$ cat config.mk
export PLATFORM = sky130hd
export DESIGN_NAME = bch_decoder
export DESIGN_NICKNAME = d
export VERILOG_FILES = /design/src/rtl/bch_pkg.sv /design/src/rtl/bch_gf_mulx.sv /design/src/rtl/bch_decoder.sv
export SDC_FILE = /design/constraint.sdc
export NUM_CORES = 1
export LEC_CHECK = 0
export CAP_MARGIN = 10
export CORE_MARGIN = 8
export CORE_UTILIZATION = 55
export DETAILED_ROUTE_END_ITERATION = 8
export PLACE_DENSITY = 0.9
export SLEW_MARGIN = 20
export SYNTH_ARGS = -nofsm -noshare
export SYNTH_HDL_FRONTEND = slang
export SYNTH_SLANG_ARGS = --single-unit
$ cat constraint.sdc
create_clock -name clk -period 3.7 [get_ports clk]
set_input_delay 0.37 -clock clk [delete_from_list [all_inputs] [get_ports clk]]
set_output_delay 0.37 -clock clk [all_outputs]
set_load 0.02 [all_outputs]
$ cat src/rtl/bch_pkg.sv
// rtl/bch_pkg.sv - shared constants, field slices and FSM state type for the BCH(63,56) decoder
package bch_pkg;
  localparam int N     = 63;
  localparam int K     = 56;
  localparam int PAR   = 7;
  localparam int MSG_W = 32;
  localparam int HDR_W = K - MSG_W;

  localparam int MSG_LSB = PAR;
  localparam int MSG_MSB = PAR + MSG_W - 1;
  localparam int HDR_LSB = MSG_MSB + 1;
  localparam int HDR_MSB = N - 1;

  localparam logic [PAR-1:0]   G_LOW_DEF       = 7'h45;
  localparam logic [HDR_W-1:0] HDR_PATTERN_DEF = 24'h555555;

  typedef enum logic [1:0] {
    ST_IDLE,
    ST_SYND,
    ST_SEARCH,
    ST_DONE
  } state_e;
endpackage

$ cat src/rtl/bch_gf_mulx.sv
// rtl/bch_gf_mulx.sv - multiply by x modulo g(x) with one bit shifted in at x^0
module bch_gf_mulx
  import bch_pkg::*;
#(
  parameter logic [PAR-1:0] G_LOW = G_LOW_DEF
) (
  input  logic [PAR-1:0] a_i,
  input  logic           b_i,
  output logic [PAR-1:0] y_o
);
  assign y_o = {a_i[PAR-2:0], b_i} ^ (a_i[PAR-1] ? G_LOW : '0);
endmodule

$ cat src/rtl/bch_decoder.sv
// rtl/bch_decoder.sv - serial BCH(63,56) SEC-DED decoder: bit-serial syndrome, 63-step locator search
module bch_decoder
  import bch_pkg::*;
#(
  parameter logic [HDR_W-1:0] HDR_PATTERN = HDR_PATTERN_DEF,
  parameter logic [PAR-1:0]   G_LOW       = G_LOW_DEF
) (
  input  logic             clk,
  input  logic             rst_n,
  input  logic             in_valid,
  output logic             in_ready,
  input  logic [N-1:0]     cw,
  output logic             out_valid,
  input  logic             out_ready,
  output logic [MSG_W-1:0] msg,
  output logic             hdr_ok,
  output logic             err_none,
  output logic             err_corr,
  output logic             err_uncorr,
  output logic [5:0]       err_pos
);
  localparam logic [N-1:0] ONE = {{(N-1){1'b0}}, 1'b1};

  state_e           state_q;
  logic [N-1:0]     cw_q;
  logic [PAR-1:0]   syn_q;
  logic [PAR-1:0]   loc_q;
  logic [5:0]       cnt_q;
  logic [5:0]       pos_q;
  logic             found_q;
  logic             in_ready_q;
  logic             out_valid_q;
  logic [MSG_W-1:0] msg_q;
  logic             hdr_ok_q;
  logic             none_q;
  logic             corr_q;
  logic             uncorr_q;
  logic [5:0]       err_pos_q;

  logic [PAR-1:0]   mulx_a;
  logic             mulx_b;
  logic [PAR-1:0]   mulx_y;
  logic             syn_zero_d;
  logic             corr_d;
  logic [N-1:0]     cw_fix_d;

  // One multiplier serves both phases: syndrome division in SYND, locator stepping in SEARCH.
  always_comb begin
    mulx_a = syn_q;
    mulx_b = 1'b0;
    if (state_q == ST_SEARCH) begin
      mulx_a = loc_q;
    end else if (state_q == ST_SYND) begin
      mulx_b = cw_q[6'd62 - cnt_q];
    end
  end

  bch_gf_mulx #(.G_LOW(G_LOW)) u_mulx (
    .a_i (mulx_a),
    .b_i (mulx_b),
    .y_o (mulx_y)
  );

  // Odd syndrome weight means odd received weight, since (x+1) divides g(x).
  always_comb begin
    syn_zero_d = (syn_q == '0);
    corr_d     = (^syn_q) & found_q;
    cw_fix_d   = cw_q ^ (corr_d ? (ONE << pos_q) : '0);
  end

  always_ff @(posedge clk or negedge rst_n) begin
    if (!rst_n) begin
      state_q     <= ST_IDLE;
      cw_q        <= '0;
      syn_q       <= '0;
      loc_q       <= '0;
      cnt_q       <= '0;
      pos_q       <= '0;
      found_q     <= 1'b0;
      in_ready_q  <= 1'b1;
      out_valid_q <= 1'b0;
      msg_q       <= '0;
      hdr_ok_q    <= 1'b0;
      none_q      <= 1'b0;
      corr_q      <= 1'b0;
      uncorr_q    <= 1'b0;
      err_pos_q   <= '0;
    end else begin
      case (state_q)
        ST_IDLE: begin
          if (in_valid) begin
            cw_q       <= cw;
            syn_q      <= '0;
            cnt_q      <= '0;
            pos_q      <= '0;
            found_q    <= 1'b0;
            in_ready_q <= 1'b0;
            state_q    <= ST_SYND;
          end
        end
        ST_SYND: begin
          syn_q <= mulx_y;
          if (cnt_q == 6'd62) begin
            cnt_q   <= '0;
            loc_q   <= 7'h01;
            found_q <= 1'b0;
            state_q <= ST_SEARCH;
          end else begin
            cnt_q <= cnt_q + 6'd1;
          end
        end
        ST_SEARCH: begin
          if ((loc_q == syn_q) && !found_q) begin
            found_q <= 1'b1;
            pos_q   <= cnt_q;
          end
          loc_q <= mulx_y;
          if (cnt_q == 6'd62) begin
            cnt_q   <= '0;
            state_q <= ST_DONE;
          end else begin
            cnt_q <= cnt_q + 6'd1;
          end
        end
        ST_DONE: begin
          if (!out_valid_q) begin
            out_valid_q <= 1'b1;
            msg_q       <= cw_fix_d[MSG_MSB:MSG_LSB];
            hdr_ok_q    <= (cw_fix_d[HDR_MSB:HDR_LSB] == HDR_PATTERN);
            none_q      <= syn_zero_d;
            corr_q      <= corr_d;
            uncorr_q    <= !syn_zero_d && !corr_d;
            err_pos_q   <= corr_d ? pos_q : 6'd0;
          end else if (out_ready) begin
            out_valid_q <= 1'b0;
            msg_q       <= '0;
            hdr_ok_q    <= 1'b0;
            none_q      <= 1'b0;
            corr_q      <= 1'b0;
            uncorr_q    <= 1'b0;
            err_pos_q   <= '0;
            in_ready_q  <= 1'b1;
            state_q     <= ST_IDLE;
          end
        end
        default: state_q <= ST_IDLE;
      endcase
    end
  end

  assign in_ready   = in_ready_q;
  assign out_valid  = out_valid_q;
  assign msg        = msg_q;
  assign hdr_ok     = hdr_ok_q;
  assign err_none   = none_q;
  assign err_corr   = corr_q;
  assign err_uncorr = uncorr_q;
  assign err_pos    = err_pos_q;
endmodule
==> flow_metrics.env, run 1 <==
export IMPL_synthTopCellsByArea="dfrtp_1, mux2_2, nand2_1"
export IMPL_path_clk_slew_ns=0.06
export IMPL_timing_hold_ws_ns=0.478
export IMPL_grt_pass1_wl_mm=35.7
export IMPL_max_cap_violations=0
export IMPL_multi_input_area_um2=3750
export IMPL_critPathRequiredTime_ns=4.05
export IMPL_ctsResizeCount=0
export IMPL_p_total_mw=3.48
export IMPL_nets=895
export IMPL_tightestPinTransition_ns=0.998
export IMPL_viasPerCell=6.37
export IMPL_yosysTopAreaCell="dfrtp_1"
export IMPL_num_io_pins=111
export IMPL_synth_top_area_share=0.456
export IMPL_gr_total_overflow=0
export IMPL_slew_viol_final=0
export IMPL_p_leak_nw=4.15
export IMPL_grt_pass1_vias=6502
export IMPL_clk_latency_ns=0.44
export IMPL_place_hpwl_mm=15.9
export IMPL_ys_types=60
export IMPL_drc=0
export IMPL_layout_drive_gt1_share=0.155
export IMPL_portBuffers=110
export IMPL_criticalPathCategory="flop to flop"
export IMPL_final_setup_skew_ns=0.0115
export IMPL_netlist_area_um2=7400
export IMPL_grt_setup_unrepaired="false"
export IMPL_h_tree_depth=4
export IMPL_dieHeight_um=132
export IMPL_crit_start="syn_q[1]$_DFFE_PN0P_"
export IMPL_cp_max_fo=7
export IMPL_synth_ff_type="dfrtp_1"
export IMPL_grt_use_total=0.259
export IMPL_ys_ff_latch=136
export IMPL_fin_area_um2=9350
export IMPL_dp_cells=973
export IMPL_irDropWorstVdd_mv=0.321
export IMPL_cts_made_buffers=17
export IMPL_die_x_um=132
export IMPL_routed_wl_mm=22.1
export IMPL_grt_max_degree=78
export IMPL_cts_root_buffer="clkbuf_16"
export IMPL_synthCells=717
export IMPL_synth_enable_flop_cells=0
export IMPL_fmax_mhz=332
export IMPL_postRouteAntennaNets=0
export IMPL_synth_fp_nets=795
export IMPL_antennaDiodeCount=0
export IMPL_seqCellArea_um2=3400
export IMPL_die_area_um2=17400
export IMPL_start_util=0.561
export IMPL_cts_num_sinks=136
export IMPL_startpoint_type="flop"
export IMPL_status="complete, no violations"
export IMPL_setup_violations_final=0
export IMPL_cts_tree="built"
export IMPL_rows=42
export IMPL_setup_tns_ns=0
export IMPL_gp_congestion=1.01
export IMPL_drt_iter0_markers=785
export IMPL_wl_per_cell_um=22.0
export IMPL_yosys_warnings=0
export IMPL_synth_avg_cell_area_um2=10.3
export IMPL_via_count=6405
export IMPL_p_per_area_nw_per_um2=372
export IMPL_fin_crit_sh=0.815
export IMPL_stdcell_count=1006
export IMPL_drt_first_pass_iters=5
export IMPL_hold_path_class="primary input to asynchronous set/reset pin"
export IMPL_clockBufferDepth=2
export IMPL_fillers=944
export IMPL_core_area_um2=13200
export IMPL_placed_area_um2=8680
export IMPL_finalHoldViolCount=0
export IMPL_syn_to_final_growth_pct=26.3
export IMPL_antenna_found_initial=0
export IMPL_ys_seq_area_frac=0.460
export IMPL_post_route_min_period_ns=3.02
export IMPL_r2r_start="syn_q[1]$_DFFE_PN0P_"
export IMPL_crit_arrival_ns=3.37
export IMPL_async_flop_share=1.00
export IMPL_max_slew_margin_rel=0.326
export IMPL_endpoint_kind="flop"
-- state kept, by name, summed over array words and instances, names as in the netlist --
register	cells
err_none	1
state_q	2
pos_q	6
err_corr	1
cw_q	63
err_uncorr	1
hdr_ok	1
found_q	1
in_ready	1
out_valid	1
err_pos	6
msg	32
loc_q	7
syn_q	7
cnt_q	6
-- cell type report --
cell class	instances	share of cell area
Multi-Input combinational cell	518	0.401
Timing Repair Buffer	122	0.132
Clock buffer	21	0.0493
Inverter	22	0.00883
Tap cell	176	0.0236
Sequential cell	136	0.364
Clock inverter	11	0.0209
-- logic make-up (layout without fill, tap and decap cells) --
group | after synthesis | count (layout) | synth area share
simple gates | 223 | 223 | 0.144
compound gates | 138 | 138 | 0.118
flops | 136 | 136 | 0.460
mux | 93 | 93 | 0.161
buf+inv | 63 | 176 | 0.0341
xor+xnor | 53 | 53 | 0.0647
fa+ha+maj | 11 | 11 | 0.0186
-- synth_stat cells (2+ instances only) --
master and n:
nor4_1 10, ha_1 11, a41oi_1 2, a32oi_1 3, nor4b_1 3, a22oi_1 3, mux4_2 14, xor2_2 2
a21oi_1 15, and3_1 6, mux2_2 66, nor2b_1 12, a221oi_1 2, a211o_1 2, o22ai_1 4, o31ai_1 2
xor2_1 26, dfrtp_1 135, a32o_1 3, and2_1 2, nand4_1 10, or4_1 2, buf_1 2, o21ai_0 65
nand2_1 94, nor4bb_1 2, a31oi_1 4, o211ai_1 4, clkbuf_1 33, nand3_1 19, o21ai_1 2, a22o_1 11
and4b_1 2, nor3b_1 2, o31a_1 4, or3_1 2, inv_1 22, nor2_1 40, mux2i_1 13, o221ai_1 3
xnor2_1 25, nor3_1 8, buf_2 4, nand2b_1 5
-- worst max-delay path, cell delays in order (launching register included) --
cell and delay, ns:
dfrtp_1 0.42, inv_1 0.07, ha_1 0.29, xnor2_1 0.39
xnor2_1 0.22, nand2_1 0.19, nor3_1 0.76, nand4_1 0.24
xor2_1 0.20, o21ai_0 0.16
-- stage by stage --
| stage | setup WS (ns) | utilization |
|---|---|---|
| floorplan | 0.635 | - |
| global placement | 0.932 | 0.658 |
| detailed placement | 0.834 | 0.658 |
| CTS | 0.694 | 0.709 |
| global route | 0.442 | 0.709 |
| finish | 0.684 | 0.709 |
-- report_power, final --
part	switching (mW)	internal [mW]	total, mW
sequential	0	1.49	1.49
combinational	0.0407	0.0644	0.105
clock	0.656	1.23	1.89
-- timing repair --
action | 4_1_cts | 5_1_grt
endpoints found under the setup margin | 0 | 0
setup buffers | 0 | 0
hold buffers | 1 | 0
hold endpoints to repair | 58 | 0
-- worst paths after layout --
kind	to	slack, ns	cells after the start
worst max-delay path	msg[18]$_DFFE_PN0P_	0.68	9
worst min-delay path	loc_q[2]$_DFFE_PN0P_	0.48	2
worst max register to register	msg[18]$_DFFE_PN0P_	0.68	9
worst min register to register	err_corr$_DFFE_PN0P_	0.48	1
max in group asynchronous	cw_q[24]$_DFFE_PN0P_	2.44	3
min in group clk	err_corr$_DFFE_PN0P_	0.48	1
-- cell usage in the layout, fill, tap and decap left out, types with 4 or more instances in the layout --
cell and count:
a21oi_1 15, nor4_1 10, clkdlybuf4s50_1 109, mux4_2 14
nand2_1 93, nand2b_1 5, a22o_1 11, mux2i_1 13
ha_1 11, bufinv_16 5, nor3_1 8, nor2_1 40
inv_1 22, xnor2_1 25, a31oi_1 4, nor2b_1 12
nand3_1 19, o21ai_0 65, nand4_1 10, dfrtp_1 135
o31a_1 4, o22ai_1 4, mux2_2 66, and3_1 6
xor2_1 26, clkbuf_16 17, buf_4 8, o211ai_1 4
-- per-layer routing --
layer,global-route usage,part of all wire,vias up
li1,-,-,2764
met1,0.324,0.39,3134
met2,0.394,0.46,420
met3,0.0842,0.10,87
met4,0.132,0.042,0
met5,0,0,-
Power figures use the tool's default switching activity.
==> run 2, diff against run 1 <==
==> constraint.sdc (replaced) <==
create_clock -name clk -period 3.06 [get_ports clk]
set_input_delay 0.306 -clock clk [delete_from_list [all_inputs] [get_ports clk]]
set_output_delay 0.306 -clock clk [all_outputs]
set_load 0.02 [all_outputs]
==> run 2 against run 1 <==
Critical path depth is the same. Critical endpoint is now hdr_ok$_DFFE_PN0P_. Cell area grew 0.41%. Combinational power increased by 18%. Hold slack got worse by 0.47 ns. Core utilization grew 0.29 points.
==> flow_metrics.env, run 2 (synthesis results as in run 1) <==
export IMPL_portBuffers=110
export IMPL_antennaDiodeCount=0
export IMPL_slowest_stage="or3_4"
export IMPL_core_area_um2=13200
export IMPL_largest_reg_flops=63
export IMPL_clockBufferDepth=2
export IMPL_cts_tree="built"
export IMPL_h_tree_depth=4
export IMPL_cp_cell_sequence="inv_1 -> ha_1 -> xnor2_2 -> xor2_2 -> or3_4 -> a2bb2oi_1 -> nor4_1 -> nand4_1 -> o31ai_2"
export IMPL_reg2reg_to="hdr_ok$_DFFE_PN0P_"
export IMPL_rows=42
export IMPL_layout_common_cells="dfrtp_1, clkdlybuf4s50_1, nand2_1"
export IMPL_num_io_pins=111
export IMPL_fin_crit_sh=0.930
export IMPL_post_route_min_period_ns=2.84
export IMPL_criticalPathCategory="flop to flop"
export IMPL_drc=0
export IMPL_max_slew_margin_rel=0.352
export IMPL_wl_per_cell_um=20.8
export IMPL_place_hpwl_mm=15.4
export IMPL_path_depth=9
export IMPL_crit_start="syn_q[0]$_DFFE_PN0P_"
export IMPL_gr_total_overflow=0
export IMPL_slowest_delay_ns=0.50
export IMPL_dieHeight_um=132
export IMPL_critPathRequiredTime_ns=3.40
export IMPL_stdcell_count=1021
export IMPL_path_delay_family="simple AND/OR/NAND/NOR gates"
export IMPL_viasPerCell=6.10
export IMPL_regMostFlops="cw_q"
export IMPL_drt_iter0_markers=566
export IMPL_routed_wl_mm=21.2
export IMPL_seq_power_share=0.454
export IMPL_r2r_start="syn_q[0]$_DFFE_PN0P_"
export IMPL_grt_setup_unrepaired="false"
export IMPL_r2r_cells=9
export IMPL_cp_max_fo=14
export IMPL_cts_num_sinks=136
export IMPL_grt_use_total=0.248
export IMPL_crit_arrival_ns=3.18
export IMPL_cts_root_buffer="clkbuf_16"
export IMPL_drt_first_pass_iters=7
export IMPL_power_switching_mw=0.805
export IMPL_setup_violations_final=0
export IMPL_fmax_mhz=352
export IMPL_syn_to_final_growth_pct=26.8
export IMPL_nets=910
export IMPL_dp_cells=989
export IMPL_layout_drive_gt1_share=0.170
export IMPL_path_clk_slew_ns=0.06
export IMPL_postRouteAntennaNets=0
export IMPL_irDropWorstVdd_mv=0.412
export IMPL_p_leak_nw=4.19
export IMPL_finalHoldViolCount=0
export IMPL_tightestPinTransition_ns=0.971
export IMPL_switching_share=0.203
export IMPL_die_area_um2=17400
export IMPL_p_int_mw=3.16
export IMPL_setup_tns_ns=0
export IMPL_antenna_found_initial=0
export IMPL_fillers=922
export IMPL_p_total_mw=3.96
export IMPL_grt_pass1_vias=6251
export IMPL_hold_path_class="primary input to asynchronous set/reset pin"
export IMPL_clk_latency_ns=0.43
export IMPL_comb_power_share=0.031
export IMPL_critPathCapture="hdr_ok$_DFFE_PN0P_"
export IMPL_startpoint_type="flop"
export IMPL_grt_pass1_wl_mm=34.4
export IMPL_max_cap_violations=0
export IMPL_endpoint_kind="flop"
export IMPL_layout_commonest_cell="dfrtp_1"
export IMPL_cts_setup_buffers=0
export IMPL_power_share_clock=0.515
export IMPL_start_util=0.561
export IMPL_slew_viol_final=0
export IMPL_rrSetupSlack_ns=0.22
export IMPL_die_x_um=132
export IMPL_crit_buf_inv=1
export IMPL_timing_hold_ws_ns=0.0119
export IMPL_via_count=6226
export IMPL_final_setup_skew_ns=0.0113
export IMPL_gp_congestion=0.971
export IMPL_p_per_area_nw_per_um2=422
export IMPL_status="complete, no violations"
export IMPL_grt_max_degree=124
export IMPL_cts_made_buffers=17
==> run 2: cell count changes in the layout (fill, tap and decap cells not counted), sizes merged <==
cell	change
buf	+15
clkbuf	+5
bufinv	-3
clkinvlp	-2
clkinv	+1
dlygate4sd3	-1
==> run 2: routing by layer <==
metal	wire length, µm	GRT usage
met5	0	0
met1	9180	0.331
met4	554	0.105
met3	1730	0.0720
met2	9760	0.370
==> run 2: worst min-delay path by stage <==
stage                              start                     end  slack (ns)  cells after the start
CTS                                rst_n  err_pos[2]$_DFFE_PN0P_        0.11                      1
global placement    err_corr$_DFFE_PN0P_    err_corr$_DFFE_PN0P_        0.46                      1
detailed placement   msg[22]$_DFFE_PN0P_     msg[22]$_DFFE_PN0P_        0.48                      2
finish                             rst_n  err_pos[2]$_DFFE_PN0P_        0.01                      1
global route                       rst_n    loc_q[6]$_DFFE_PN0P_        0.13                      1
floorplan                          rst_n    cnt_q[0]$_DFFE_PN0P_        0.01                      0
==> run 2: power by group through the flow <==
stage	sequential [mW]	combinational, mW	clock, mW
final	1.80	0.124	2.04
after global routing	1.80	0.137	2.13
after CTS	1.80	0.127	2.06
after detailed placement	1.83	0.127	0
after global placement	1.83	0.126	0
after floorplan	1.83	0.00166	0
==> run 2: worst register-to-register path, cell delays in order (launching register included) <==
cell and delay, ns:
dfrtp_1 0.41, inv_1 0.07, ha_1 0.34, xnor2_2 0.30
xor2_2 0.20, or3_4 0.50, a2bb2oi_1 0.18, nor4_1 0.39
nand4_1 0.18, o31ai_2 0.20
==> run 2: layout make-up <==
cell class	instances	area, µm²	area share
multi-input cells	518	3760	0.401
flip-flops and latches	136	3400	0.363
repair buffers	137	1330	0.142
clock buffers	25	495	0.0528
well taps	176	220	0.0235
clock inverters	7	91.3	0.00973
inverters	22	82.6	0.00880
==> run 2: timing repair <==
action,CTS,global route
endpoints found under the setup margin,0,1
hold buffers,0,0
resized for setup,0,1
==> run 2: through the flow <==
stage / instance area [µm²] / setup slack [ns] / util
after floorplan: 7410 / 0.149 / -
after global placement: 8790 / 0.288 / 0.666
after detailed placement: 8790 / 0.255 / 0.666
after CTS: 9380 / 0.173 / 0.711
after global routing: 9390 / 0.0290 / 0.712
final: 9390 / 0.215 / 0.712
==> run 3, diff against run 2 <==
--- a/config.mk
+++ b/config.mk
@@ -9,6 +9,7 @@
 export CORE_MARGIN = 8
 export CORE_UTILIZATION = 55
 export DETAILED_ROUTE_END_ITERATION = 8
+export GPL_ROUTABILITY_DRIVEN = 1
 export PLACE_DENSITY = 0.9
 export SLEW_MARGIN = 20
 export SYNTH_ARGS = -nofsm -noshare
==> results of run 3 <==
No change in the layout: final DEF, timing and power equal those of run 2.
==> RTL change 1: new RTL, config.mk and constraints of run 2 <==
Reset style: synchronous (`rst_n`), changed in one clocked block.
--- a/src/rtl/bch_decoder.sv
+++ b/src/rtl/bch_decoder.sv
@@ -69,5 +69,5 @@
   end
 
-  always_ff @(posedge clk or negedge rst_n) begin
+  always_ff @(posedge clk) begin
     if (!rst_n) begin
       state_q     <= ST_IDLE;
Behaviour: differs if rst_n is asserted again (counterexample within 4 cycles, from zero or initial values and one cycle with rst_n low); with rst_n held inactive, the same outputs for 10 cycles.
==> RTL change 1 against run 2 <==
Wire length is 6.1% higher. Design area is 3.9% lower. Setup slack better by 0.0022 ns. Via count is 14% higher. Area after synthesis is 4.5% lower. Sequential cell count stayed put. Synthesized cell count is 23% higher.
Power is not compared: it rests on default switching activity, and its combinational part moved more than twofold at a synthesized area within 25%.
==> RTL change 1: results (changes against run 2) <==
stage;metric;value;unit;change
setup_path;CP top delay family;simple AND/OR/NAND/NOR gates;;
drt;total number of vias;7100;;+14%
clocking;Reg clk slew, reported paths;0.06;ns;about the same
setup_path;Reg-to-Reg Start;syn_q[5];;
drt;drt wl/cell;19.38;um;-6.8%
yosys;syn_nets;961;;+21%
setup_path;CP peak stage delay;0.48;ns;-0.02 ns
clocking;CTS Root Cell;clkbuf_16;;
setup_path;CP Max Fanout;11;;-3
final_layout;share of cells above drive strength 1;8.788;%;-8.3 points
drt;Iter 0 DRT Violations;1102;;+95%
yosys;Distinct cells, synth;63;;+5.0%
final_layout;final antenna diode count;0;;unchanged
global_routing;maximum number of pins on one net before global-route repair;131;;+5.6%
status;status;finished, final reports clean;;
clocking;post-CTS setup buffer count;0;;unchanged
setup_path;WP data arrival;3.20;ns;+0.02 ns
yosys;sequential area share after synthesis;38.51;%;-7.5 points
timing;Setup Skew;0.006252;ns;-0.005066 ns
timing;Max-slew headroom;53.88;%;+19 points
global_routing;number of global-route vias before repair;6896;;+10%
global_routing;first-pass GRT wire length;35800;um;+4.0%
final_layout;# fillers;915;;-0.76%
yosys;synth cell count leaders;nand2_1 (161), dfxtp_1 (136), nor2_1 (92);;
clocking;CTS Buf Count;17;;unchanged
power;Leak Pwr;0.003377;uW;
setup_path;CP max-delay cell;or3_1;;
global_routing;Tot GR Track Use;27.39;%;+2.6 points
placed_design;pre-CTS WS;0.2024;ns;-0.05296 ns
yosys;Top FF cell, synth;dfxtp_1;;
yosys;Area contributors post-synth;dfxtp_1 (39%), nand2_1 (8.5%), a21oi_1 (6.3%), nor2_1 (4.9%), a22oi_1 (4.7%);;
drt;drt drc;0;;unchanged
final_layout;Nets;1055;;+16%
placed_design;dpl hpwl;15670;um;+1.5%
yosys;asr flop ratio synth;0;%;-100 points
worst_hold_path;Hold Path Class;in2reg;;
worst_hold_path;hold path startpoint;cw[28];;
setup_path;CP startpoint;syn_q[5];;
placed_design;Routability Congestion;1.053;;+8.4%
[RTL change 1: worst register-to-register path: stages, from the launching register on]
cell and delay [ns]:
dfxtp_1 0.40, inv_1 0.07, ha_1 0.29, xor2_1 0.36, xor2_2 0.29, or3_1 0.48, or4_1 0.48, a32oi_1 0.15
nand4_1 0.11, o21ai_1 0.15
[RTL change 1: cell type report]
class	instances	area share (%)
repair buffers	139	14.90
clock inverters	6	1.221
well taps	172	2.386
clock buffers	26	5.756
flip-flops and latches	136	30.18
multi-input cells	667	44.88
inverters	16	0.6796
[RTL change 1: logic make-up after synthesis]
logic type | share of synthesized area, %
muxes | 6.726
xor gates and xnor gates | 6.673
AOI/OAI and AO/OA | 17.17
and+or+nand+nor | 24.44
adders and majority gates | 1.947
DFF | 38.51
buffers and inverters | 4.531
[RTL change 1: worst paths after layout]
check,endpoint,cells after the start,slack (ns)
worst max register to register,hdr_ok,9,0.22
worst min-delay path,cw_q[28],3,0.43
worst min register to register,cw_q[6],2,0.46
worst max-delay path,hdr_ok,9,0.22
[RTL change 1: stage by stage]
| step | hold slack (ns) | std cells | instance area [um2] | power, uW |
|---|---|---|---|---|
| floorplan | 0.3822 | 883 | 7069 | 3431 |
| global placement | 0.4428 | 1130 | 8379 | 3977 |
| detailed placement | 0.4574 | 1130 | 8379 | 4024 |
| CTS | 0.4209 | 1162 | 9009 | 6189 |
| global route | 0.4280 | 1162 | 9021 | 6503 |
| finish | 0.4257 | 1162 | 9021 | 6227 |
[RTL change 1: metal layers]
layer | GRT usage, % | part of all wire (%)
met1 | 33.62 | 39
met2 | 43.47 | 47
met3 | 7.436 | 11
met4 | 13.61 | 3.7
met5 | 0 | 0
[RTL change 1: report_power, final]
group / internal (uW) / switching [uW] / total, uW
combinational: 726 / 1100 / 1820
sequential: 1980 / 252 / 2230
clock: 1410 / 759 / 2170
total: 4120 / 2110 / 6230
==> RTL change 2: new RTL, settings of run 2 <==
Made on the original files. The package constant `PAR` goes from 7 to 8.
--- a/src/rtl/bch_pkg.sv
+++ b/src/rtl/bch_pkg.sv
@@ -3,5 +3,5 @@
   localparam int N     = 63;
   localparam int K     = 56;
-  localparam int PAR   = 7;
+  localparam int PAR   = 8;
   localparam int MSG_W = 32;
   localparam int HDR_W = K - MSG_W;
Behaviour: same outputs for any inputs over 10 cycles, from zero or initial values and one cycle with rst_n low; that may be too few to reach the edited logic, so the function may still have changed.
==> RTL change 2 against run 2 <==
Sequential cell count rose by 2. Design area decreased by 0.33%. Sequential share of layout area rose by 0.66 points. Setup slack lost 0.063 ns. Maximum frequency down 2.2%. Area after synthesis increased by 0.14%. Non-clock buffer count is the same. Global-route usage increased by 0.78 points. Wire length grew 3.5%. Core utilization is 0.24 points lower. Critical endpoint unchanged.
Power is not compared: it rests on default switching activity, and its combinational part moved more than twofold at a synthesized area within 25%.
==> RTL change 2: results (changes against run 2) <==
stage;metric;value;unit;change
drt;Iter 0 DRT Violations;801;;+42%
setup_path;R2R setup slack;0.15;ns;-0.06 ns
drt;final wirelength;21980;um;+3.5%
final_layout;# clk buffers;24;;-4.0%
clocking;worst-skew pair later-pin latency;0.42;ns;
timing;Setup Skew;0.008298;ns;-0.003020 ns
final_layout;share of cell area taken by multi-input logic gates;39.49;%;-0.57 points
final_layout;multi-input logic area;3695;um2;-1.8%
final_layout;Data buffer area share;14.11;%;-0.086 points
status;status;finished, final reports clean;;
clocking;H-tree levels;4;;unchanged
timing;Fin Hold WS;0.4825;ns;+0.4706 ns
global_routing;maximum number of pins on one net before global-route repair;77;;-38%
setup_path;CP Max Fanout;5;;-9
final_layout;share of cells above drive strength 1;16.81;%;-0.23 points
final_layout;invs w/o clock;25;;+14%
final_layout;#MultiIn Comb;490;;-5.4%
drt;total number of vias;6232;;+0.096%
final_layout;Seq area share;36.92;%;+0.66 points
setup_path;CP max-delay cell;nor4_1;;
drt;router iterations before antenna repair;6;;-1
placed_design;# port buffers;110;;unchanged
yosys;Distinct cells, synth;66;;+10%
power;IR drop worst, VDD;0.5622;mV;
placed_design;pre-CTS WS;0.2973;ns;+0.04190 ns
timing;Least-Margin Pin Slew;0.7091;ns;-0.2624 ns
placed_design;dpl hpwl;15830;um;+2.6%
yosys;syn_area_per_cell;10.78;um2;+4.4%
global_routing;first-pass GRT wire length;35350;um;+2.7%
setup_path;CP top delay family;simple AND/OR/NAND/NOR gates;;
clocking;Longest Clk Path Bufs;2;;unchanged
placed_design;Inst Count DP;965;;-2.4%
yosys;syn_nets;767;;-3.5%
timing;fin crit share;95.02;%;+2.1 points
final_layout;Nets;888;;-2.4%
placed_design;Routability Congestion;1.001;;+3.0%
placed_design;Placement Cell Area;8773;um2;-0.20%
yosys;synth cell count leaders;dfrtp_1 (137), nand2_1 (87), mux2_2 (66);;
global_routing;Tot GR Track Use;25.60;%;+0.78 points
global_routing;number of global-route vias before repair;6425;;+2.8%
final_layout;ClkCell Share;6.125;%;-0.13 points
final_layout;FFs & Latches;138;;+1.5%
[RTL change 2: cell count changes in the layout (fill, tap and decap cells not counted), moves of 5 or more]
cell	run 2	this run
mux4_2	14	5
nand2_1	93	86
mux4_1	0	12
a31oi_1	4	9
nor2b_1	12	4
[RTL change 2: routing by layer]
| metal | share of wire [%] | wire [um] | global-route usage [%] | vias to the layer above |
|---|---|---|---|---|
| met1 | 39 | 8680 | 32.79 | 3046 |
| met5 | 0 | 0 | 0 | - |
| met2 | 47 | 10440 | 39.81 | 397 |
| met4 | 3.3 | 730 | 9.509 | 0 |
| li1 | - | - | - | 2706 |
| met3 | 9.7 | 2137 | 8.155 | 83 |
[RTL change 2: cells by family after synthesis]
logic type	Yosys count	synth area share [%]
and+or+nand+nor	200	12.77
DFF	138	46.59
AOI/OAI and AO/OA	127	10.55
muxes	98	17.84
buffers and inverters	60	3.662
xor gates and xnor gates	53	6.564
adders and majority gates	12	2.025
[RTL change 2: path summary, 6_finish.rpt]
path,start,end
setup reg to reg,syn_q[0],hdr_ok
hold / removal,rst_n,cw_q[48]
max in group asynchronous,rst_n,in_ready
hold reg to reg,msg[12],msg[12]
min in group clk,msg[12],msg[12]
setup / recovery,syn_q[0],hdr_ok
[RTL change 2: repair_timing]
item,in CTS,in global routing
hold buffers,1,0
hold endpoints to repair,74,0
resized for setup,0,0
setup endpoints to repair,0,0
[RTL change 2: power breakdown]
| part | internal (uW) | switching, uW | total (uW) |
|---|---|---|---|
| clock network | 1260 | 749 | 2010 |
| registers | 2630 | 961 | 3590 |
| logic | 2200 | 2310 | 4510 |
